===== src/rtl/wb_port_arbiter.sv =====
// wb_port_arbiter: round-robin arbiter sharing the register file's single
// write port between N_REQ write-back requesters. The grant (req_ready) is
// combinational; the winning request is registered onto the decode-stage
// write interface one cycle later.
module wb_port_arbiter #(
    parameter int N_REQ      = 3,
    parameter int N_SIZE     = 16,
    parameter int N_REGISTER = 8,
    parameter int N_NUMBERS  = $clog2(N_REGISTER),
    localparam int PW        = (N_REQ > 1) ? $clog2(N_REQ) : 1
) (
    input  logic                       clk,
    input  logic                       reset,
    input  logic                       stall,
    input  logic [N_REQ-1:0]           req_valid,
    input  logic [N_REQ*N_NUMBERS-1:0] req_Rd_NUM,
    input  logic [N_REQ*N_SIZE-1:0]    req_data,
    output logic [N_REQ-1:0]           req_ready,
    output logic                       write_flag,
    output logic [N_NUMBERS-1:0]       Rd_write_NUM,
    output logic [N_SIZE-1:0]          writeData,
    output logic [PW-1:0]              grant_id
);

    logic [PW-1:0] rr_ptr;
    logic [PW-1:0] win;
    logic          found;
    logic          grant_en;

    // Scan requesters starting at rr_ptr, wrapping explicitly at N_REQ so a
    // non-power-of-2 requester count never lands on a nonexistent index.
    always_comb begin
        logic [PW-1:0] idx;
        found = 1'b0;
        win   = '0;
        idx   = rr_ptr;
        for (int k = 0; k < N_REQ; k++) begin
            if (!found && req_valid[idx]) begin
                found = 1'b1;
                win   = idx;
            end
            if (idx == PW'(N_REQ - 1)) idx = '0;
            else                       idx = idx + 1'b1;
        end
    end

    // Reset gates the grant so nothing is accepted while the port is cleared.
    assign grant_en = found && !stall && !reset;

    // One-hot grant to the winner only; all-zero when nothing is granted.
    for (genvar i = 0; i < N_REQ; i++) begin : g_ready
        assign req_ready[i] = grant_en && (win == PW'(i));
    end

    // Register the winning request; pointer moves one past the winner.
    always_ff @(posedge clk or posedge reset) begin
        if (reset) begin
            write_flag   <= 1'b0;
            Rd_write_NUM <= '0;
            writeData    <= '0;
            grant_id     <= '0;
            rr_ptr       <= '0;
        end else if (grant_en) begin
            write_flag   <= 1'b1;
            Rd_write_NUM <= req_Rd_NUM[win*N_NUMBERS +: N_NUMBERS];
            writeData    <= req_data[win*N_SIZE +: N_SIZE];
            grant_id     <= win;
            rr_ptr       <= (win == PW'(N_REQ - 1)) ? '0 : win + 1'b1;
        end else begin
            write_flag   <= 1'b0;
        end
    end

endmodule

===== config.mk =====
export PLATFORM = sky130hd
export DESIGN_NAME = wb_port_arbiter
export DESIGN_NICKNAME = d
export VERILOG_FILES = /design/src/rtl/wb_port_arbiter.sv
export SDC_FILE = /design/constraint.sdc
export NUM_CORES = 1
export LEC_CHECK = 0
export ABC_AREA = 1
export ABC_CLOCK_PERIOD_IN_PS = 2600
export BUFFER_PORTS_ARGS = -buffer_cell sky130_fd_sc_hd__buf_2
export CAP_MARGIN = 20
export CORE_ASPECT_RATIO = 0.5
export CORE_MARGIN = 2
export CORE_UTILIZATION = 40
export DETAILED_ROUTE_END_ITERATION = 12
export PLACE_DENSITY_LB_ADDON = 0.15
export SLEW_MARGIN = 5
export SYNTH_ARGS = -nofsm -noshare
export SYNTH_HDL_FRONTEND = slang
export SYNTH_SLANG_ARGS = --single-unit

===== constraint.sdc =====
create_clock -name clk -period 2.6 [get_ports clk]
set_input_delay 0.13 -clock clk [delete_from_list [all_inputs] [get_ports clk]]
set_output_delay 0.13 -clock clk [all_outputs]
set_load 0.03 [all_outputs]

==> qor.csv, run 1 <==
stage;metric;value;unit
logic_synthesis;synth unique cells;22;
critical_path;FF-to-FF path depth;13;
status;status;completed;
logic_synthesis;Ys Warns;0;
clocking;H-tree depth;1;
finish;layout cells sized above 1;31.9;%
floorplanning;I/O pins;88;
logic_synthesis;Synth area leader;nand2_1;
routing;uppermost layer routed;met4;
critical_path;Critical Path Max Stage Delay;0.48;ns
logic_synthesis;ys async rst share;100;%
timing;unrepaired setup endpoints after global routing;false;
logic_synthesis;simple-gate area share of the yosys netlist;54.0;%
critical_path;CP required;2.47;ns
floorplanning;core area;3920;µm²
min_path;WHS Endpoint;writeData[2];
global_route;largest net degree at the start of global routing;26;
finish;nets@finish;415;
logic_synthesis;Netlist Area Pre-Place;1650;µm²
logic_synthesis;top cells by count, synth;nand2_1 (171), dfrtp_1 (24), nand3_1 (21);
routing;drt total wl;4.51;mm
timing;Final Setup Violations;0;
critical_path;CP Class;flop to primary output;
global_route;global-route wire length before repair;7.31;mm
global_route;GRT Overall Usage;20.2;%
critical_path;CP Data Arrival Time;2.14;ns
placed_design;GP Congestion;0.807;
clocking;total CTS buffers;3;
logic_synthesis;Synth Area in Adders;0;%
timing;worst hold slack;0.144;ns
global_route;vias in the first global route;1551;
clocking;clock-pin slew on the worst setup and hold paths;0.09;ns
timing;Max Freq;440;MHz
critical_path;R2R Path Start;rr_ptr[0];
critical_path;Worst R2R End;writeData[6];
logic_synthesis;sequential share of the synthesized area;36.5;%
timing;relative slew slack;73.2;%
routing;Routed met1 length;2.08;mm
logic_synthesis;Post-synth EDFFs;0;
finish;area grow syn2layout;34.2;%
routing;Post-route DRC;0;
routing;drt first pass iters;4;
logic_synthesis;post-synth top area share;39.0;%
critical_path;Critical Path Most Common Cell;nand2_1;
logic_synthesis;Main synth FF type;dfrtp_1;
logic_synthesis;Synth Register Bits;24;
timing;Slew @ Worst Pin;0.401;ns
clocking;post_cts resized;0;
flow_run;max cap viols;0;
floorplanning;Initial Util;41.9;%
global_route;initial antenna violation count;0;
clocking;TritonCTS clock tree;yes;
floorplanning;Die Ht;49.4;µm
critical_path;Critical-path top delay cell;dfrtp_1;
routing;WL met2;2.08;mm
logic_synthesis;Synth Instances;266;
routing;Via density;4.56;
routing;Antenna Nets Post-Route;0;
min_path;class of the worst hold path;primary input to flop;
logic_synthesis;mux cell area share after synthesis;0;%
routing;DR vias;1846;
finish;Fillers;409;
routing;wire per inst;11.1;µm
routing;First DRT Iteration DRCs;147;
logic_synthesis;XOR/XNOR share of the synthesized area;0;%
clocking;Clock Latency Late Sink;0.27;ns
logic_synthesis;Area contributors post-synth;nand2_1 (39%), dfrtp_1 (37%), nand3_1 (6.4%), nand3_2 (2.4%), buf_2 (2.1%);
logic_synthesis;main combinational cell family by area after synthesis;simple AND/OR/NAND/NOR gates;
min_path;min-delay src;req_data[34];
min_path;worst hold path cell count;5;
power_and_ir_drop;Max VDD drop;0.406;mV
timing;Final Cycle Share;87.5;%
critical_path;CP startpoint kind;flop;
logic_synthesis;Synth Area in Compound Gates;1.90;%
logic_synthesis;mean post-synth cell area;6.19;µm²
logic_synthesis;most common cell in the netlist;nand2_1;
clocking;CTS sink cnt;24;
finish;area of the multi-input gates;926;µm²
floorplanning;die footprint;4670;µm²
finish;n_diodes;0;
floorplanning;Die Width;94.7;µm
critical_path;crit path max fanout;10;
logic_synthesis;syn_nets;329;
critical_path;Setup crit end kind;primary output;
placed_design;# port buffers;87;
critical_path;worst-path cell chain;inv_2 -> nor2_2 -> nand2_1 -> clkinv_1 -> nor2_1 -> nand3b_1 -> nand2_1 -> nand2_1 -> nor2_1 -> nand2_1 -> inv_1 -> buf_2;
finish;Storage cell area;601;µm²
timing;worst setup margin;0.325;ns
placed_design;Post-DP HPWL;3.41;mm
timing;Slew Viols, Final;0;
timing;Tmin final;2.27;ns
timing;Setup TNS Final;0;ns
floorplanning;Rows;16;
critical_path;FF-to-FF setup slack;0.61;ns
clocking;Root Driver;clkbuf_8;
power_and_ir_drop;leak pwr;1.41;nW
timing;clock skew;0.00389;ns
routing;Met3 Routed Length;337;µm
placed_design;pre-CTS setup slack;0.621;ns
global_route;total gr overflow;0;
clocking;clock tree buffer depth;2;
timing;Final Hold Fails;0;
power_and_ir_drop;Power Density;1200;nW/µm²
-- cells in the final DEF (no fill, tap or decap), types with 2 or more instances in the layout --
master,netlist,final
nand3b_1,2,2
buf_4,2,6
nor2_4,2,2
o21ai_0,2,2
inv_1,9,9
nor2_1,5,5
clkbuf_8,0,3
buf_2,7,87
nand2_1,171,171
inv_2,4,4
nor2_2,2,2
nand3_1,21,21
dfrtp_1,24,24
nand3_2,4,4
-- final cells by class --
cell class                      instances  share of cell area [%]
Timing Repair Buffer                   94                    22.2
Sequential cell                        24                    27.2
Multi-Input combinational cell        215                    41.9
Inverter                               14                    2.38
Clock inverter                          1                    1.36
Tap cell                               54                    3.06
Clock buffer                            3                    1.87
-- worst max-delay path by stage --
stage,start,end,slack [ns],depth (start not counted)
3_3_place_gp,rr_ptr[1],req_ready[1],0.68,10
4_1_cts,rr_ptr[0],req_ready[1],0.30,10
6_report,rr_ptr[0],req_ready[0],0.33,12
2_1_floorplan,rr_ptr[0],req_ready[0],0.94,12
5_1_grt,rr_ptr[0],req_ready[1],0.06,10
3_5_place_dp,rr_ptr[1],req_ready[1],0.62,10
-- report_power, final --
part	leakage [nW]	internal (mW)	switching, mW
Sequential	0.301	0.540	0.119
Clock	0.0357	0.206	0.120
Combinational	1.08	0.520	1.14
Total	1.41	1.27	1.38
-- per-stage QoR --
| step | power, mW | instances | util, % | instance area, µm² |
|---|---|---|---|---|
| 6_report | 2.64 | 405 | 56.3 | 2210 |
| 2_1_floorplan | 1.92 | 266 | - | 1650 |
| 4_1_cts | 2.67 | 405 | 56.3 | 2210 |
| 5_1_grt | 2.90 | 405 | 56.3 | 2210 |
| 3_3_place_gp | 2.31 | 400 | 54.2 | 2130 |
| 3_5_place_dp | 2.33 | 400 | 54.2 | 2130 |
-- critical path: cells and delay by family, from the launching register on --
kind	cells	cell delay, ns
flip-flops	1	0.48
buffers and inverters	4	0.41
AND/OR/NAND/NOR	8	0.96
-- routing by layer --
layer,vias to the layer above,track usage [%]
met5,-,0
met4,0,2.17
met3,2,5.10
met2,68,32.7
li1,981,-
met1,795,28.3
-- sequential cells by signal (all words and copies together), names as in the netlist --
| signal | count |
|---|---|
| Rd_write_NUM | 3 |
| rr_ptr | 2 |
| write_flag | 1 |
| writeData | 16 |
| grant_id | 2 |
-- kinds of logic (layout without fill, tap and decap cells) --
| family | Yosys count | count (layout) |
|---|---|---|
| buffers and inverters | 27 | 112 |
| AO/OA/AOI/OAI | 5 | 5 |
| flip-flops | 24 | 24 |
| AND/OR/NAND/NOR | 210 | 210 |
-- what timing repair did --
action                                 CTS  global route
buffers inserted                         0             0
hold buffers                             1             0
setup endpoints to repair                0             0
endpoints found under the hold margin   24             0
Note: power is estimated with default switching activity, not from simulation.
==> inputs of run 2 (changes only) <==
--- a/config.mk
+++ b/config.mk
@@ -18,3 +18,4 @@
 export SYNTH_ARGS = -nofsm -noshare
 export SYNTH_HDL_FRONTEND = slang
 export SYNTH_SLANG_ARGS = --single-unit
+export TNS_END_PERCENT = 1
==> constraint.sdc (replaced) <==
create_clock -name clk -period 2.6 [get_ports clk]
set_input_delay 0.13 -clock clk [delete_from_list [all_inputs] [get_ports clk]]
set_output_delay 0.13 -clock clk [all_outputs]
set_load 0.02 [all_outputs]
==> run 2 against run 1 <==
Compared with the run above:
- first-iteration DRC count down 37%
- critical path depth is 2 lower
- clock power hardly changed
- sequential share of layout area is 0.22 points higher
- highest routed layer unchanged
==> qor.csv, run 2 (synthesis gave the netlist of run 1 again) <==
stage;metric;value;unit;change
clocking;Clock Latency Late Sink;0.27;ns;about the same
finish;largest registers;writeData: 16 flops, Rd_write_NUM: 3 flops;;
critical_path;CP Data Arrival Time;2.12;ns;-0.02 ns
placed_design;# port buffers;87;;unchanged
timing;Final Setup Violations;0;;unchanged
clocking;post-CTS setup buffer count;0;;unchanged
power_and_ir_drop;leak pwr;1.40;nW;-0.65%
floorplanning;I/O pins;88;;unchanged
critical_path;R2R Path Start;rr_ptr[0];;
power_and_ir_drop;Tot Pwr;2.50;mW;-5.4%
routing;First DRT Iteration DRCs;92;;-37%
timing;Slew @ Worst Pin;0.751;ns;+0.350 ns
critical_path;FF-to-FF path depth;13;;unchanged
finish;nets@finish;413;;-0.48%
timing;Final Hold Fails;0;;unchanged
floorplanning;Die Width;94.7;µm;unchanged
finish;max reg flops;16;;unchanged
finish;area grow syn2layout;33.2;%;
global_route;GRT Overall Usage;20.7;%;+0.47 points
routing;Antenna Nets Post-Route;0;;unchanged
finish;Core Util, Final;55.8;%;-0.45 points
critical_path;crit path max fanout;25;;+15
clocking;H-tree depth;1;;unchanged
clocking;CTS Hold Bufs;0;;-1
routing;DR vias;1825;;-1.1%
clocking;clock-pin slew on the worst setup and hold paths;0.09;ns;about the same
finish;layout cells sized above 1;31.8;%;-0.10 points
global_route;largest net degree at the start of global routing;26;;unchanged
clocking;Root Driver;clkbuf_8;;
timing;relative slew slack;49.8;%;-23 points
critical_path;Critical-path top delay cell;dfrtp_1;;
critical_path;CP startpoint kind;flop;;
critical_path;Worst R2R End;writeData[13];;
routing;Via density;4.53;;-0.65%
floorplanning;Die Ht;49.4;µm;unchanged
routing;drt first pass iters;4;;unchanged
floorplanning;die footprint;4670;µm²;unchanged
timing;clock skew;0.00815;ns;+0.00426 ns
power_and_ir_drop;Power Density;1140;nW/µm²;-4.6%
critical_path;CP startpoint;rr_ptr[0];;
critical_path;worst-path cell chain;nor2_2 -> inv_2 -> nor2_1 -> nor2_1 -> nand3b_1 -> nand3_2 -> inv_2 -> nand2_1 -> inv_1 -> buf_2;;
critical_path;CP Class;flop to primary output;;
global_route;vias in the first global route;1675;;+8.0%
finish;Fillers;397;;-2.9%
global_route;initial antenna violation count;0;;unchanged
placed_design;GP Congestion;0.836;;+3.6%
finish;most frequent cells in the layout;nand2_1 (171), buf_2 (87), dfrtp_1 (24), nand3_1 (21), inv_1 (9);;
placed_design;Post-DP HPWL;3.34;mm;-2.2%
timing;Tmin final;2.25;ns;-0.0287 ns
global_route;global-route wire length before repair;7.51;mm;+2.7%
clocking;TritonCTS clock tree;yes;;
clocking;post_cts resized;0;;unchanged
status;status;completed;;
floorplanning;Rows;16;;unchanged
finish;most common cell after layout, fill and taps aside;nand2_1;;
timing;Setup TNS Final;0;ns;unchanged
finish;Biggest register;writeData;;
floorplanning;Initial Util;41.9;%;unchanged
routing;Post-route DRC;0;;unchanged
routing;drt total wl;4.51;mm;about the same
floorplanning;core area;3920;µm²;unchanged
critical_path;CP required;2.47;ns;about the same
routing;wire per inst;11.2;µm;+0.45%
critical_path;Worst setup endpoint;req_ready[1];;
timing;Slew Viols, Final;0;;unchanged
finish;n_diodes;0;;unchanged
power_and_ir_drop;Max VDD drop;0.378;mV;-6.8%
clocking;CTS sink cnt;24;;unchanged
clocking;total CTS buffers;3;;unchanged
timing;unrepaired setup endpoints after global routing;false;;
critical_path;FF-to-FF setup slack;0.59;ns;-0.02 ns
min_path;class of the worst hold path;primary input to async pin;;
timing;Max Freq;445;MHz;+1.3%
critical_path;Critical Path Max Stage Delay;0.49;ns;about the same
flow_run;max cap viols;0;;unchanged
global_route;total gr overflow;0;;unchanged
timing;Final Cycle Share;86.4;%;-1.1 points
clocking;clock tree buffer depth;2;;unchanged
critical_path;Setup crit end kind;primary output;;
==> run 2: cell count changes in the layout (fill, tap and decap cells not counted) <==
cell and change:
buf_4 -1, dlygate4sd3_1 -1
==> run 2: power breakdown <==
group          switching, mW  internal, mW  total (mW)
registers              0.111         0.540       0.651
logic                   1.01         0.513        1.53
clock network          0.120         0.206       0.326
==> run 2: per-layer routing <==
| metal | GRT usage, % | vias to the layer above | share of wire, % |
|---|---|---|---|
| met2 | 35.6 | 70 | 46 |
| met3 | 5.26 | 2 | 9.7 |
| met4 | 3.86 | 0 | 0.31 |
| met5 | 0 | - | 0 |
| li1 | - | 980 | - |
| met1 | 26.6 | 773 | 44 |
==> run 2: how the worst min path moves through the flow <==
stage / end / slack [ns] / cells past startpoint
2_1_floorplan: Rd_write_NUM[0] / 0.16 / 1
3_3_place_gp: rr_ptr[0] / 0.31 / 3
6_report: writeData[2] / 0.01 / 3
3_5_place_dp: rr_ptr[0] / 0.32 / 3
5_1_grt: writeData[2] / 0.04 / 3
4_1_cts: writeData[0] / 0.02 / 3
==> run 2: stage by stage <==
stage	cell area, µm²	setup WS (ns)	cells	hold slack, ns
after floorplan	1650	0.994	266	0.161
after global placement	2120	0.669	399	0.310
after detailed placement	2120	0.662	399	0.316
after CTS	2190	0.338	403	0.0165
after global routing	2190	0.122	403	0.0353
final	2190	0.354	403	0.0145
==> run 2: area by class of cell <==
| class | count | area (µm²) | area share (%) |
|---|---|---|---|
| Inverter | 14 | 52.6 | 2.40 |
| Clock buffer | 3 | 41.3 | 1.88 |
| Sequential cell | 24 | 601 | 27.4 |
| Clock inverter | 1 | 30.0 | 1.37 |
| Multi-Input combinational cell | 215 | 926 | 42.3 |
| Tap cell | 54 | 67.6 | 3.08 |
| Timing Repair Buffer | 92 | 473 | 21.6 |
==> run 2: critical path: cells and delay by family (launching register included) <==
family | cells | cell delay, ns
simple gates | 6 | 0.70
buf+inv | 4 | 0.65
flops | 1 | 0.49
==> inputs of run 3 (changes only) <==
--- a/config.mk
+++ b/config.mk
@@ -14,6 +14,7 @@
 export CORE_UTILIZATION = 40
 export DETAILED_ROUTE_END_ITERATION = 12
 export PLACE_DENSITY_LB_ADDON = 0.15
+export RECOVER_POWER = 25
 export SLEW_MARGIN = 5
 export SYNTH_ARGS = -nofsm -noshare
 export SYNTH_HDL_FRONTEND = slang
==> run 3 against run 2 <==
Compared with the run above:
- register-to-register slack about the same
- utilization decreased by 0.096 points
- sequential cell count unchanged
- power about the same
- sequential power about the same
- hold slack improved by 0.13 ns
- clock skew about the same
- first-iteration DRC count unchanged
- largest power group unchanged
==> qor.csv, run 3 (synthesis gave the netlist of run 1 again) <==
stage;metric;value;unit;change
timing;relative slew slack;14.4;%;-35 points
power_and_ir_drop;Tot Pwr;2.50;mW;about the same
routing;Post-route DRC;0;;unchanged
clocking;total CTS buffers;3;;unchanged
power_and_ir_drop;Net Sw Power;1.24;mW;about the same
timing;Setup TNS Final;0;ns;unchanged
floorplanning;Rows;16;;unchanged
routing;Via density;4.59;;+1.4%
global_route;total gr overflow;0;;unchanged
global_route;GRT Overall Usage;20.7;%;unchanged
timing;Max Freq;440;MHz;-1.1%
power_and_ir_drop;Logic pwr share;61.0;%;about the same
global_route;initial antenna violation count;0;;unchanged
power_and_ir_drop;Power Density;1140;nW/µm²;+0.14%
clocking;Clock Latency Late Sink;0.27;ns;about the same
finish;most frequent cells in the layout;nand2_1 (171), buf_2 (87), dfrtp_1 (24), nand3_1 (21), inv_1 (9);;
clocking;clock-pin slew on the worst setup and hold paths;0.09;ns;about the same
power_and_ir_drop;clock share of power;13.0;%;about the same
critical_path;worst-path cell chain;nor2_2 -> nand2_1 -> nand2_1 -> nor2_4 -> nand3b_1 -> nand3_2 -> inv_2 -> nand2_1 -> inv_1 -> buf_2;;
floorplanning;die footprint;4670;µm²;unchanged
floorplanning;Die Width;94.7;µm;unchanged
global_route;largest net degree at the start of global routing;26;;unchanged
routing;wire per inst;11.2;µm;+0.38%
critical_path;Critical Path Max Stage Delay;0.47;ns;-0.02 ns
finish;Core Util, Final;55.7;%;-0.096 points
routing;drt first pass iters;4;;unchanged
power_and_ir_drop;sw frac;49.7;%;about the same
placed_design;# port buffers;87;;unchanged
status;status;completed;;
routing;First DRT Iteration DRCs;92;;unchanged
timing;Tmin final;2.27;ns;+0.0251 ns
finish;n_diodes;0;;unchanged
clocking;post-CTS setup buffer count;0;;unchanged
critical_path;CP required;2.47;ns;about the same
clocking;H-tree depth;1;;unchanged
clocking;CTS sink cnt;24;;unchanged
finish;max reg flops;16;;unchanged
timing;unrepaired setup endpoints after global routing;false;;
routing;Antenna Nets Post-Route;0;;unchanged
timing;clock skew;0.00821;ns;+0.0000575 ns
critical_path;crit path max fanout;25;;unchanged
critical_path;CP startpoint kind;flop;;
finish;most common cell after layout, fill and taps aside;nand2_1;;
finish;Storage cell area;601;µm²;unchanged
clocking;Root Driver;clkbuf_8;;
finish;largest registers;writeData: 16 flops, Rd_write_NUM: 3 flops;;
flow_run;max cap viols;0;;unchanged
routing;DR vias;1851;;+1.4%
global_route;global-route wire length before repair;7.51;mm;unchanged
critical_path;CP Data Arrival Time;2.14;ns;+0.02 ns
min_path;class of the worst hold path;primary input to flop;;
placed_design;GP Congestion;0.836;;unchanged
clocking;CTS Hold Bufs;0;;unchanged
power_and_ir_drop;Max VDD drop;0.379;mV;+0.22%
placed_design;placed instance area;2120;µm²;unchanged
clocking;post_cts resized;0;;unchanged
power_and_ir_drop;Flop pwr share;26.0;%;about the same
power_and_ir_drop;internal power;1.26;mW;about the same
critical_path;Critical-path top delay cell;dfrtp_1;;
power_and_ir_drop;leak pwr;1.40;nW;-0.26%
placed_design;pre-CTS setup slack;0.662;ns;unchanged
timing;Slew Viols, Final;0;;unchanged
routing;drt total wl;4.52;mm;+0.38%
floorplanning;I/O pins;88;;unchanged
timing;worst setup margin;0.329;ns;-0.0251 ns
critical_path;Critical Path Most Common Cell;nand2_1;;
floorplanning;Die Ht;49.4;µm;unchanged
timing;Final Cycle Share;87.4;%;+0.97 points
finish;area grow syn2layout;32.9;%;
finish;Biggest register;writeData;;
finish;Final Instance Count excl. Fillers;403;;unchanged
finish;layout cells sized above 1;31.5;%;-0.29 points
timing;worst hold slack;0.147;ns;+0.132 ns
placed_design;Post-DP HPWL;3.34;mm;unchanged
finish;Final Cell Area;2190;µm²;-0.17%
critical_path;Setup crit end kind;primary output;;
clocking;TritonCTS clock tree;yes;;
clocking;clock tree buffer depth;2;;unchanged
placed_design;Placed Cells;399;;unchanged
timing;Final Hold Fails;0;;unchanged
critical_path;CP Class;flop to primary output;;
floorplanning;core area;3920;µm²;unchanged
timing;Final Setup Violations;0;;unchanged
finish;nets@finish;413;;unchanged
finish;area of the multi-input gates;926;µm²;unchanged
timing;Slew @ Worst Pin;1.28;ns;+0.533 ns
global_route;vias in the first global route;1675;;unchanged
finish;Fillers;396;;-0.25%
floorplanning;Initial Util;41.9;%;unchanged
==> run 3: cell types whose count changed in the layout (fill, tap and decap cells not counted) <==
cell | previous run | this run
buf_4 | 5 | 4
clkbuf_1 | 0 | 1
==> run 3: worst paths after layout <==
path                       slack [ns]  depth (start not counted)       endpoint           from
min in group asynchronous        0.38                          3   writeData[2]          reset
hold reg to reg                  0.48                          2  writeData[15]  writeData[15]
hold / removal                   0.15                          5  writeData[14]   req_data[46]
setup / recovery                 0.33                         10   req_ready[1]      rr_ptr[0]
setup reg to reg                 0.59                         13  writeData[13]      rr_ptr[0]
max in group asynchronous        1.45                          3   writeData[7]          reset
==> run 3: critical path, delay by kind of cell (launching register included) <==
family / cells / cell delay [ns]
buffers and inverters: 3 / 0.57
flip-flops: 1 / 0.47
AND/OR/NAND/NOR: 7 / 0.82
==> run 3: layout make-up <==
cell class | count | area share [%]
clock buffers | 3 | 1.89
clock inverters | 1 | 1.37
inverters | 14 | 2.40
multi-input cells | 215 | 42.3
flip-flops and latches | 24 | 27.5
well taps | 54 | 3.09
repair buffers | 92 | 21.5
==> run 3: routing by layer <==
layer | global-route usage [%] | wire length, µm | vias up
met1 | 26.6 | 2000 | 785
met3 | 5.26 | 441 | 5
met4 | 3.86 | 39 | 0
met2 | 35.6 | 2050 | 81
li1 | - | - | 980
met5 | 0 | 0 | -
==> run 3: power by group through the flow <==
stage | clock (mW) | combinational [mW] | sequential, mW
final | 0.325 | 1.53 | 0.651
after global routing | 0.353 | 1.74 | 0.677
after CTS | 0.334 | 1.54 | 0.652
after detailed placement | 0 | 1.53 | 0.657
after global placement | 0 | 1.52 | 0.660
after floorplan | 0 | 0.955 | 0.838
